**src/rtl/muldiv_pkg.sv**
```systemverilog
// Shared types and constants for the MULT/DIV sequencer and its watchdog.
package muldiv_pkg;

    typedef enum logic [2:0] {
        IDLE  = 3'd0,
        RUN   = 3'd1,
        WRITE = 3'd2,
        DONE  = 3'd3,
        EXC   = 3'd4
    } state_e;

    localparam logic OP_MULT       = 1'b0;
    localparam logic OP_DIV        = 1'b1;

    localparam logic CAUSE_ZERO    = 1'b0;
    localparam logic CAUSE_TIMEOUT = 1'b1;

    // Completion strobe of whichever unit the latched op selected.
    function automatic logic sel_stop(input logic op_sel, input logic m_stop, input logic d_stop);
        logic r;
        if (op_sel == OP_DIV) begin
            r = d_stop;
        end else begin
            r = m_stop;
        end
        return r;
    endfunction

endpackage

```
**src/rtl/muldiv_timer.sv**
```systemverilog
// Watchdog counter: clear/enable, saturates at TIMEOUT, flags the last allowed RUN cycle.
module muldiv_timer #(
    parameter int TIMEOUT = 40
) (
    input  logic clk,
    input  logic reset,
    input  logic clr,
    input  logic en,
    output logic expire
);
    import muldiv_pkg::*;

    localparam int W = $clog2(TIMEOUT + 1);
    localparam logic [W-1:0] LIMIT = W'(TIMEOUT);
    localparam logic [W-1:0] LAST  = W'(TIMEOUT - 1);
    localparam logic [W-1:0] ONE   = W'(1);

    logic [W-1:0] cnt_q;
    logic [W-1:0] cnt_d;

    // Next count: clear wins over increment; hold once saturated.
    always_comb begin
        cnt_d = cnt_q;
        if (clr) begin
            cnt_d = '0;
        end else if (en && (cnt_q != LIMIT)) begin
            cnt_d = cnt_q + ONE;
        end else begin
            cnt_d = cnt_q;
        end
    end

    // Count register.
    always_ff @(posedge clk or posedge reset) begin
        if (reset) begin
            cnt_q <= '0;
        end else begin
            cnt_q <= cnt_d;
        end
    end

    assign expire = (cnt_q == LAST);

endmodule

```
**src/rtl/muldiv_sequencer.sv**
```systemverilog
// Launches one MULT/DIV per request, watches for completion under a watchdog,
// and steers/loads HI/LO. All outputs are flopped from the next-state decode.
module muldiv_sequencer #(
    parameter int TIMEOUT = 40
) (
    input  logic clk,
    input  logic reset,
    input  logic start,
    input  logic op,
    input  logic mult_stop,
    input  logic div_stop,
    input  logic div_zero,
    output logic mult_init,
    output logic div_init,
    output logic hi_sel,
    output logic lo_sel,
    output logic hi_load,
    output logic lo_load,
    output logic busy,
    output logic done,
    output logic div_zero_exc,
    output logic timeout_err
);
    import muldiv_pkg::*;

    state_e state_q, state_d;
    logic   op_q, op_d;
    logic   cause_q, cause_d;
    logic   timer_clr_s;
    logic   timer_en_s;
    logic   expire_s;
    logic   stop_s;

    logic   mult_init_q, mult_init_d;
    logic   div_init_q, div_init_d;
    logic   sel_q, sel_d;
    logic   load_q, load_d;
    logic   busy_q, busy_d;
    logic   done_q, done_d;
    logic   zero_exc_q, zero_exc_d;
    logic   tmo_err_q, tmo_err_d;

    muldiv_timer #(.TIMEOUT(TIMEOUT)) u_timer (
        .clk    (clk),
        .reset  (reset),
        .clr    (timer_clr_s),
        .en     (timer_en_s),
        .expire (expire_s)
    );

    assign stop_s     = sel_stop(op_q, mult_stop, div_stop);
    assign timer_en_s = (state_q == RUN);

    // Next-state logic; zero divisor beats a stop strobe, which beats the watchdog.
    always_comb begin
        state_d     = state_q;
        op_d        = op_q;
        cause_d     = cause_q;
        timer_clr_s = 1'b0;
        case (state_q)
            IDLE: begin
                if (start) begin
                    state_d     = RUN;
                    op_d        = op;
                    timer_clr_s = 1'b1;
                end else begin
                    state_d = IDLE;
                end
            end
            RUN: begin
                if ((op_q == OP_DIV) && div_zero) begin
                    state_d = EXC;
                    cause_d = CAUSE_ZERO;
                end else if (stop_s) begin
                    state_d = WRITE;
                end else if (expire_s) begin
                    state_d = EXC;
                    cause_d = CAUSE_TIMEOUT;
                end else begin
                    state_d = RUN;
                end
            end
            WRITE:   state_d = DONE;
            DONE:    state_d = IDLE;
            EXC:     state_d = IDLE;
            default: state_d = IDLE;
        endcase
    end

    // Output decode of the upcoming state so the flopped outputs line up with it.
    always_comb begin
        mult_init_d = 1'b0;
        div_init_d  = 1'b0;
        sel_d       = 1'b0;
        load_d      = 1'b0;
        busy_d      = 1'b0;
        done_d      = 1'b0;
        zero_exc_d  = 1'b0;
        tmo_err_d   = 1'b0;
        if (state_d != IDLE) begin
            busy_d = 1'b1;
            sel_d  = op_d;
        end else begin
            busy_d = 1'b0;
            sel_d  = 1'b0;
        end
        if ((state_q == IDLE) && (state_d == RUN)) begin
            mult_init_d = (op_d == OP_MULT);
            div_init_d  = (op_d == OP_DIV);
        end else begin
            mult_init_d = 1'b0;
            div_init_d  = 1'b0;
        end
        load_d = (state_d == WRITE);
        done_d = (state_d == DONE);
        if (state_d == EXC) begin
            zero_exc_d = (cause_d == CAUSE_ZERO);
            tmo_err_d  = (cause_d == CAUSE_TIMEOUT);
        end else begin
            zero_exc_d = 1'b0;
            tmo_err_d  = 1'b0;
        end
    end

    // State, latched op/cause and output registers.
    always_ff @(posedge clk or posedge reset) begin
        if (reset) begin
            state_q     <= IDLE;
            op_q        <= 1'b0;
            cause_q     <= 1'b0;
            mult_init_q <= 1'b0;
            div_init_q  <= 1'b0;
            sel_q       <= 1'b0;
            load_q      <= 1'b0;
            busy_q      <= 1'b0;
            done_q      <= 1'b0;
            zero_exc_q  <= 1'b0;
            tmo_err_q   <= 1'b0;
        end else begin
            state_q     <= state_d;
            op_q        <= op_d;
            cause_q     <= cause_d;
            mult_init_q <= mult_init_d;
            div_init_q  <= div_init_d;
            sel_q       <= sel_d;
            load_q      <= load_d;
            busy_q      <= busy_d;
            done_q      <= done_d;
            zero_exc_q  <= zero_exc_d;
            tmo_err_q   <= tmo_err_d;
        end
    end

    assign mult_init    = mult_init_q;
    assign div_init     = div_init_q;
    assign hi_sel       = sel_q;
    assign lo_sel       = sel_q;
    assign hi_load      = load_q;
    assign lo_load      = load_q;
    assign busy         = busy_q;
    assign done         = done_q;
    assign div_zero_exc = zero_exc_q;
    assign timeout_err  = tmo_err_q;

endmodule

```
**config.mk**
```make
export PLATFORM = sky130hd
export DESIGN_NAME = muldiv_sequencer
export DESIGN_NICKNAME = d
export VERILOG_FILES = /design/src/rtl/muldiv_pkg.sv /design/src/rtl/muldiv_timer.sv /design/src/rtl/muldiv_sequencer.sv
export SDC_FILE = /design/constraint.sdc
export NUM_CORES = 1
export LEC_CHECK = 0
export ABC_AREA = 1
export BUFFER_PORTS_ARGS = -buffer_cell sky130_fd_sc_hd__buf_2
export CAP_MARGIN = 5
export CELL_PAD_IN_SITES_DETAIL_PLACEMENT = 0
export CELL_PAD_IN_SITES_GLOBAL_PLACEMENT = 2
export CORE_UTILIZATION = 31
export DETAILED_ROUTE_END_ITERATION = 12
export PLACE_DENSITY_LB_ADDON = 0.1
export SETUP_SLACK_MARGIN = 0.02
export SYNTH_ARGS = -nofsm -noshare
export SYNTH_HDL_FRONTEND = slang
export SYNTH_SLANG_ARGS = --single-unit
```
**constraint.sdc**
```tcl
create_clock -name clk -period 1.35 [get_ports clk]
set_input_delay 0.27 -clock clk [delete_from_list [all_inputs] [get_ports clk]]
set_output_delay 0.27 -clock clk [all_outputs]
set_load 0.02 [all_outputs]
```
# After elaboration in Yosys (flattened, before gate mapping)
# Cells that the tools add are included.
# classes
n_reduce_logical	6
n_mux	22
bitwise_logic	2
n_eq_ne	8
add_sub_neg	1
# op_table
op	n
1-bit two-way mux	16
6-bit two-way mux	2
3-bit by 2-bit == test with 1-bit output (second input constant)	3
3-bit two-way mux	3
3-bit case mux with 3 select lines	1
6-bit by 1-bit adder with 6-bit output (second input constant)	1
3-bit by 1-bit == test with 1-bit output (second input constant)	2
6-bit == test (second input constant)	1
6-bit inequality test (second input constant)	1
3-bit == test (second input constant)	1
1-bit logical AND	3
3-bit logical NOT	1
3-bit nonzero test	1
1-bit NOT	2
2-bit nonzero test	1
# totals
wordCells	51
reg_bits	19

# Logic depth before layout (Yosys ltp)
# Gate-level depths: netlist of run 1.
# depth
ltp_word	8
ltp_mapped	8
ltp_nobuf	8

# Hierarchy
# A second synthesis of run 1 with hierarchy kept.
# hier_totals
hier_cells	110
hier_area_um2	953.4
# modules_own_cells
mod	area_each_um2	instances	cells_each
muldiv_sequencer	578.1	1	58
muldiv_timer	375.4	1	52

# Worst setup path after synthesis of run 1
# OpenSTA, ideal clock, no wires.
# synth_path
path_type	register to register
start	register u_timer.cnt_q[0]
end	register u_timer.cnt_q[5]
t_arrival_ps	1021
slack_ps	209
synth_period_minus_slack_ps	1141
setup_ps	120
stages_incl_launch_ff	9
path_cell_list	dfrtp_1 > inv_1 > ha_1 > nand3_1 > nor2_1 > nor2_2 > nand3_1 > nand2_1 > a21oi_1
# synth_between
elab_chain_cells	3
elab_cells_between_ends	6
classes_between	add/sub (1); eq/ne (1); mux (2); reduce/logical (2)
# synth_lines
element	line	source
from (decl)	muldiv_timer.sv:18	logic [W-1:0] cnt_q;
from (signal assigned)	muldiv_timer.sv:38	cnt_q <= cnt_d;
6-bit by 1-bit adder with 6-bit output / 6-bit inequality test (equally long branches)	muldiv_timer.sv:27, muldiv_timer.sv:26	
6-bit two-way mux / 1-bit logical AND (equally long branches)	muldiv_timer.sv:26	end else if (en && (cnt_q != LIMIT)) begin
6-bit two-way mux / 2-bit nonzero test (equally long branches)	n/a	
# Parallel ways exist; a longest one is shown, timed or not. The select of a mux whose other input is x is not followed.
# A chain may end at the register's enable or synchronous reset.

# Worst setup path in the final report of run 1
# layout_path
start	register u_timer.cnt_q[0]
end	register u_timer.cnt_q[1]
# The elaborated chain is that of the path after synthesis.

==> metrics.txt, run 1 <==
drt wl/cell 11.7 um; CTS sink count 19; vias in the first global route 633; num rows 18; Die ar. 0.00304 sq mm; Post-synth EDFFs 0; setup TNS 0 ps; IO Port Bufs 16; switching pwr 0.909 mW; Crit path required time 1540 ps; initial cell density of the core 34.1%; die width 55.2 um; ys flop type dfrtp_1; antenna violations before repair 0; max_slew headroom 78.3%; clock-pin slew of the registers on the worst-case setup and hold paths 110 ps; Core ar. 0.00257 sq mm; Power Density 1880 mW/mm^2; leading cell type by number of instances after synthesis dfrtp_1; layer with the highest usage met2; DR vias/cell 4.56; top cells by area, synth dfrtp_1 (54%), inv_1 (6.0%), nand2_1 (6.0%), nand3_1 (4.0%), nor2_1 (3.4%); io pins 17; Seq/Total Area, Yosys 54.3%; CP max FO 5; Slew @ Worst Pin 323 ps; Root Buffer clkbuf_4; combinational share of power 45.7%; met1 global-route usage 16.3%; Synth Instances 96; fin crit period 1310 ps; #FFs+latches synth 19; clock power share 13.7%; total power draw 2.13 mW; Die H 55.2 um; most frequent cells after synthesis dfrtp_1 (19), inv_1 (14), nand2_1 (14); Yosys cell types 24; Hold Fails Final Rpt 0; crit start category flop; Tcrit/Tclk final 96.9%; grt met2 use 22.7%; HP Class in2reg; vias 689; Pint 1.22 mW; Hold WS 127 ps; post-route ant nets 0; fraction of layout cells with a size suffix above 1 39.7%; Congestion Overflow GR 0; Layout area overhead 29.1%; Post-Synthesis Cell Area 876 sq um; htree depth 1; asr flop ratio synth 100%; max cap viols 0; global-route wire length before repair 2.76 mm; CTS tree done; DRC viols 0; Avg Cell Area, Syn 9.12 sq um; CTS Buf Count 3; ANT cells 0; Leak Pwr 0.586 nW; first-pass iteration count of the detailed router 4; status finished, final reports clean; GP Congestion 0.715; unrepaired setup endpoints after global routing true; syn_nets 105; Reg power frac 40.6%; area leader, netlist dfrtp_1; Yosys top cell area share 54.3%; number of DRC markers in iteration 0 5; Peak VDD IR 934 uV; final setup vio count 0; Synth warnings 0; largest net degree at the start of global routing 20; Post-DP HPWL 1.26 mm; met3 usage 3.28%; Setup crit end kind flop; Fmax 765 MHz; sw frac 42.7%; All-Layer GR Usage 13.6%; final wirelength 1.76 mm; clk buf depth 2; NumNets Final 131; CP Class reg2reg; Worst Clk Skew 1.38 ps; fin. max-slew vios 0; worst skew pair latency 290 ps; worst path arrival time 1500 ps
critical path, stage by stage (launching register included):
cell and delay [ps]:
dfrtp_1 450, inv_2 100, ha_4 140, nand3_4 70
nor2_4 140, nor2_4 60, buf_4 130, nand2_1 40
o21ai_0 60
routing by layer:
layer | wire length, um | vias to the layer above
li1 | - | 353
met1 | 806 | 320
met2 | 873 | 14
met3 | 71 | 2
met4 | 12 | 0
met5 | 0 | -
stage by stage:
step | setup WS, ps | area [sq um] | util [%] | instances
after detailed placement | 70.2 | 986 | 38.4 | 141
after global routing | -29.1 | 1130 | 44.1 | 151
after floorplan | 209 | 876 | - | 96
after global placement | 60.6 | 986 | 38.4 | 141
final | 42.1 | 1130 | 44.1 | 151
after CTS | 53.4 | 1020 | 39.8 | 146
cell usage in the layout (no fill, tap or decap), types with 2 or more instances in the layout:
| cell type | netlist | layout |
|---|---|---|
| nor3_1 | 4 | 4 |
| nand3_4 | 0 | 2 |
| inv_2 | 4 | 8 |
| o21ai_0 | 3 | 3 |
| buf_2 | 0 | 16 |
| inv_1 | 14 | 10 |
| ha_4 | 0 | 2 |
| nand2_4 | 1 | 2 |
| dfrtp_1 | 19 | 19 |
| buf_4 | 2 | 6 |
| nand2_1 | 14 | 13 |
| nor2_1 | 8 | 7 |
| nor2_4 | 2 | 4 |
| nand3_1 | 7 | 6 |
| a21oi_1 | 4 | 4 |
| clkbuf_4 | 0 | 3 |
kinds of logic (layout without fill, tap and decap cells):
family | after synthesis | after routing | share of synthesized area (%)
compound gates | 11 | 11 | 7.29
flops | 19 | 19 | 54.3
simple gates | 44 | 44 | 26.1
buf+inv | 20 | 45 | 9.43
fa+ha+maj | 2 | 2 | 2.86
final timing paths:
check / slack [ps] / startpoint / end / cells past startpoint
hold reg to reg: 530 / cause_q / cause_q / 2
setup / recovery: 40 / u_timer.cnt_q[0] / u_timer.cnt_q[1] / 8
min in group asynchronous: 530 / reset / busy / 4
setup reg to reg: 40 / u_timer.cnt_q[0] / u_timer.cnt_q[1] / 8
hold / removal: 130 / op / mult_init / 2
max in group asynchronous: 610 / reset / state_q[1] / 4
sequential cells by signal, indices dropped and copies added, names as in the netlist:
signal         count
op_q               1
state_q            3
div_init           1
busy               1
hi_load            1
u_timer.cnt_q      6
hi_sel             1
done               1
mult_init          1
cause_q            1
timeout_err        1
div_zero_exc       1
repair_timing:
action / CTS / global route
endpoints found under the hold margin: 19 / 0
setup endpoints to repair: 0 / 7
hold buffers: 1 / 0
buffers inserted: 0 / 5
gates resized for setup: 0 / 17
final cells by class:
type                       count  area, sq um
clock buffer                   4         26.3
multi-input combinational     57          389
sequential                    19          475
fill                         268         1440
tap                           30         37.5
inverter                      18         67.6
timing repair buffer          23          135
power by group through the flow:
stage	Clock, mW	Combinational [mW]	Sequential, mW
after global routing	0.326	1.10	0.894
after global placement	0	0.812	0.850
after CTS	0.310	0.814	0.842
after floorplan	0	0.545	0.920
final	0.292	0.973	0.864
after detailed placement	0	0.809	0.855
(Power assumes the default switching activity.)
==> inputs of run 2 (changes only) <==
clock period = 1.3 ns   (was 1.35 ns; I/O delays follow)
==> metrics.txt, run 2 (synthesized netlist as in run 1, its figures left out) <==
crit start category flop; Leak Pwr 0.580 nW (-0.87%); slowest CP cell dfrtp_1; Root Buffer clkbuf_4; Crit path required time 1540 ps (about the same); Fillers 274 (+2.2%); Hold Fails Final Rpt 0 (unchanged); Layout area overhead 29.9%; setup TNS 0 ps (unchanged); worst path cell trace nor2_4, nand2_4, buf_4, o21ai_2, and2_1; sw frac 41.6% (-1.1 points); Fmax 787 MHz (+2.9%); max_slew headroom 77.8% (-0.51 points); num rows 18 (unchanged); DRC viols 0 (unchanged); Die ar. 0.00304 sq mm (unchanged); fraction of layout cells with a size suffix above 1 46.3% (+6.7 points); Hold WS 115 ps (-11.6 ps); largest registers u_timer.cnt_q: 6 flops, state_q: 3 flops; CP Class reg2reg; unrepaired setup endpoints after global routing true; most frequent cells in the layout dfrtp_1 (19), buf_2 (16), nand2_1 (12); htree depth 1 (unchanged); vias 687 (-0.29%); CTS tree done; CTS Buf Count 3 (unchanged); clock power share 13.1% (-0.6 points); fin crit period 1270 ps (-36.5 ps); antenna violations before repair 0 (unchanged); status finished, final reports clean; Worst path max stage delay 430 ps (-20 ps); worst path arrival time 1510 ps (about the same); NumNets Final 133 (+1.5%); clock-pin slew of the registers on the worst-case setup and hold paths 110 ps (about the same); Congestion Overflow GR 0 (unchanged); final setup vio count 0 (unchanged); initial cell density of the core 34.1% (unchanged); GP Congestion 0.780 (+9.1%); Reg power frac 39.0% (-1.6 points); CTS sink count 19 (unchanged); most common cell after layout, fill and taps aside dfrtp_1; die width 55.2 um (unchanged); Setup crit end kind flop; Power Density 1990 mW/mm^2 (+5.5%); final wirelength 1.75 mm (-0.74%); ANT cells 0 (unchanged); switching pwr 0.939 mW (+3.3%); Post-DP HPWL 1.29 mm (+1.9%); global-route wire length before repair 2.93 mm (+6.0%); combinational share of power 47.9% (+2.2 points); Core ar. 0.00257 sq mm (unchanged); clk buf depth 2 (unchanged); Peak VDD IR 928 uV (-0.63%); CP max FO 7 (+2); Slew @ Worst Pin 330 ps (+7.57 ps); drt wl/cell 11.4 um (-2.0%); HP Class in2reg; Die H 55.2 um (unchanged); Worst Clk Skew 3.09 ps (+1.71 ps); worst skew pair latency 290 ps (about the same); post-route ant nets 0 (unchanged); DR vias/cell 4.49 (-1.6%); Tcrit/Tclk final 97.8% (+0.92 points); IO Port Bufs 16 (unchanged); max cap viols 0 (unchanged); io pins 17 (unchanged); Largest Register u_timer.cnt_q; All-Layer GR Usage 14.4% (+0.81 points); number of DRC markers in iteration 0 7 (+2); vias in the first global route 645 (+1.9%); fin. max-slew vios 0 (unchanged); first-pass iteration count of the detailed router 4 (unchanged); Pint 1.32 mW (+8.1%); largest net degree at the start of global routing 20 (unchanged); max FFs per register 6 (unchanged)
[run 2: changes by cell type in the layout (fill, tap and decap cells not counted), sizes merged]
cell	delta
buf	+2
[run 2: layout make-up]
class	instances	area [sq um]	area share [%]
Tap cell	30	37.5	3.30
Timing Repair Buffer	25	150	13.2
Sequential cell	19	475	41.8
Multi-Input combinational cell	57	380	33.4
Inverter	18	67.6	5.94
Clock buffer	4	26.3	2.31
[run 2: critical path: cells and delay by family (launching register included)]
kind	cells	cell delay, ps
compound gates	1	170
buf+inv	1	160
simple gates	3	460
flops	1	430
[run 2: final timing paths]
path / slack (ps) / depth (start not counted) / start / to
setup / recovery: 30 / 5 / state_q[2] / timeout_err
hold / removal: 120 / 2 / op / mult_init
setup reg to reg: 30 / 5 / state_q[2] / timeout_err
hold reg to reg: 530 / 2 / cause_q / cause_q
max in group asynchronous: 580 / 4 / reset / u_timer.cnt_q[4]
min in group asynchronous: 520 / 4 / reset / cause_q
[run 2: timing repair]
| action | CTS | global route |
|---|---|---|
| setup endpoints to repair | 1 | 11 |
| hold buffers | 1 | 0 |
| pin swaps | 3 | 7 |
| buffers inserted | 1 | 5 |
| hold endpoints to repair | 19 | 0 |
| cloned | 0 | 0 |
| resized for setup | 7 | 12 |
[run 2: per-stage QoR]
| step | power, mW | setup slack, ps | instances | utilization [%] | instance area [sq um] |
|---|---|---|---|---|---|
| final | 2.26 | 28.6 | 153 | 44.3 | 1140 |
| after global routing | 2.47 | -52.8 | 153 | 44.3 | 1140 |
| after CTS | 2.11 | 30.6 | 148 | 41.4 | 1060 |
| after detailed placement | 1.75 | 8.43 | 142 | 38.7 | 993 |
| after global placement | 1.75 | 17.4 | 142 | 38.7 | 993 |
| after floorplan | 1.52 | 159 | 96 | - | 876 |
[run 2: power groups by stage]
stage | Sequential, mW | Combinational, mW | Clock, mW
3_3_place_gp | 0.883 | 0.864 | 0
5_1_grt | 0.910 | 1.22 | 0.339
2_1_floorplan | 0.955 | 0.566 | 0
6_report | 0.882 | 1.08 | 0.296
4_1_cts | 0.880 | 0.921 | 0.310
3_5_place_dp | 0.889 | 0.858 | 0
[run 2: layer usage]
metal	up-vias	GRT usage [%]	share of wire, %
li1	358	-	-
met1	317	19.7	49
met2	10	20.9	47
met3	2	3.28	3.1
met4	0	7.50	0.86
met5	-	0	0
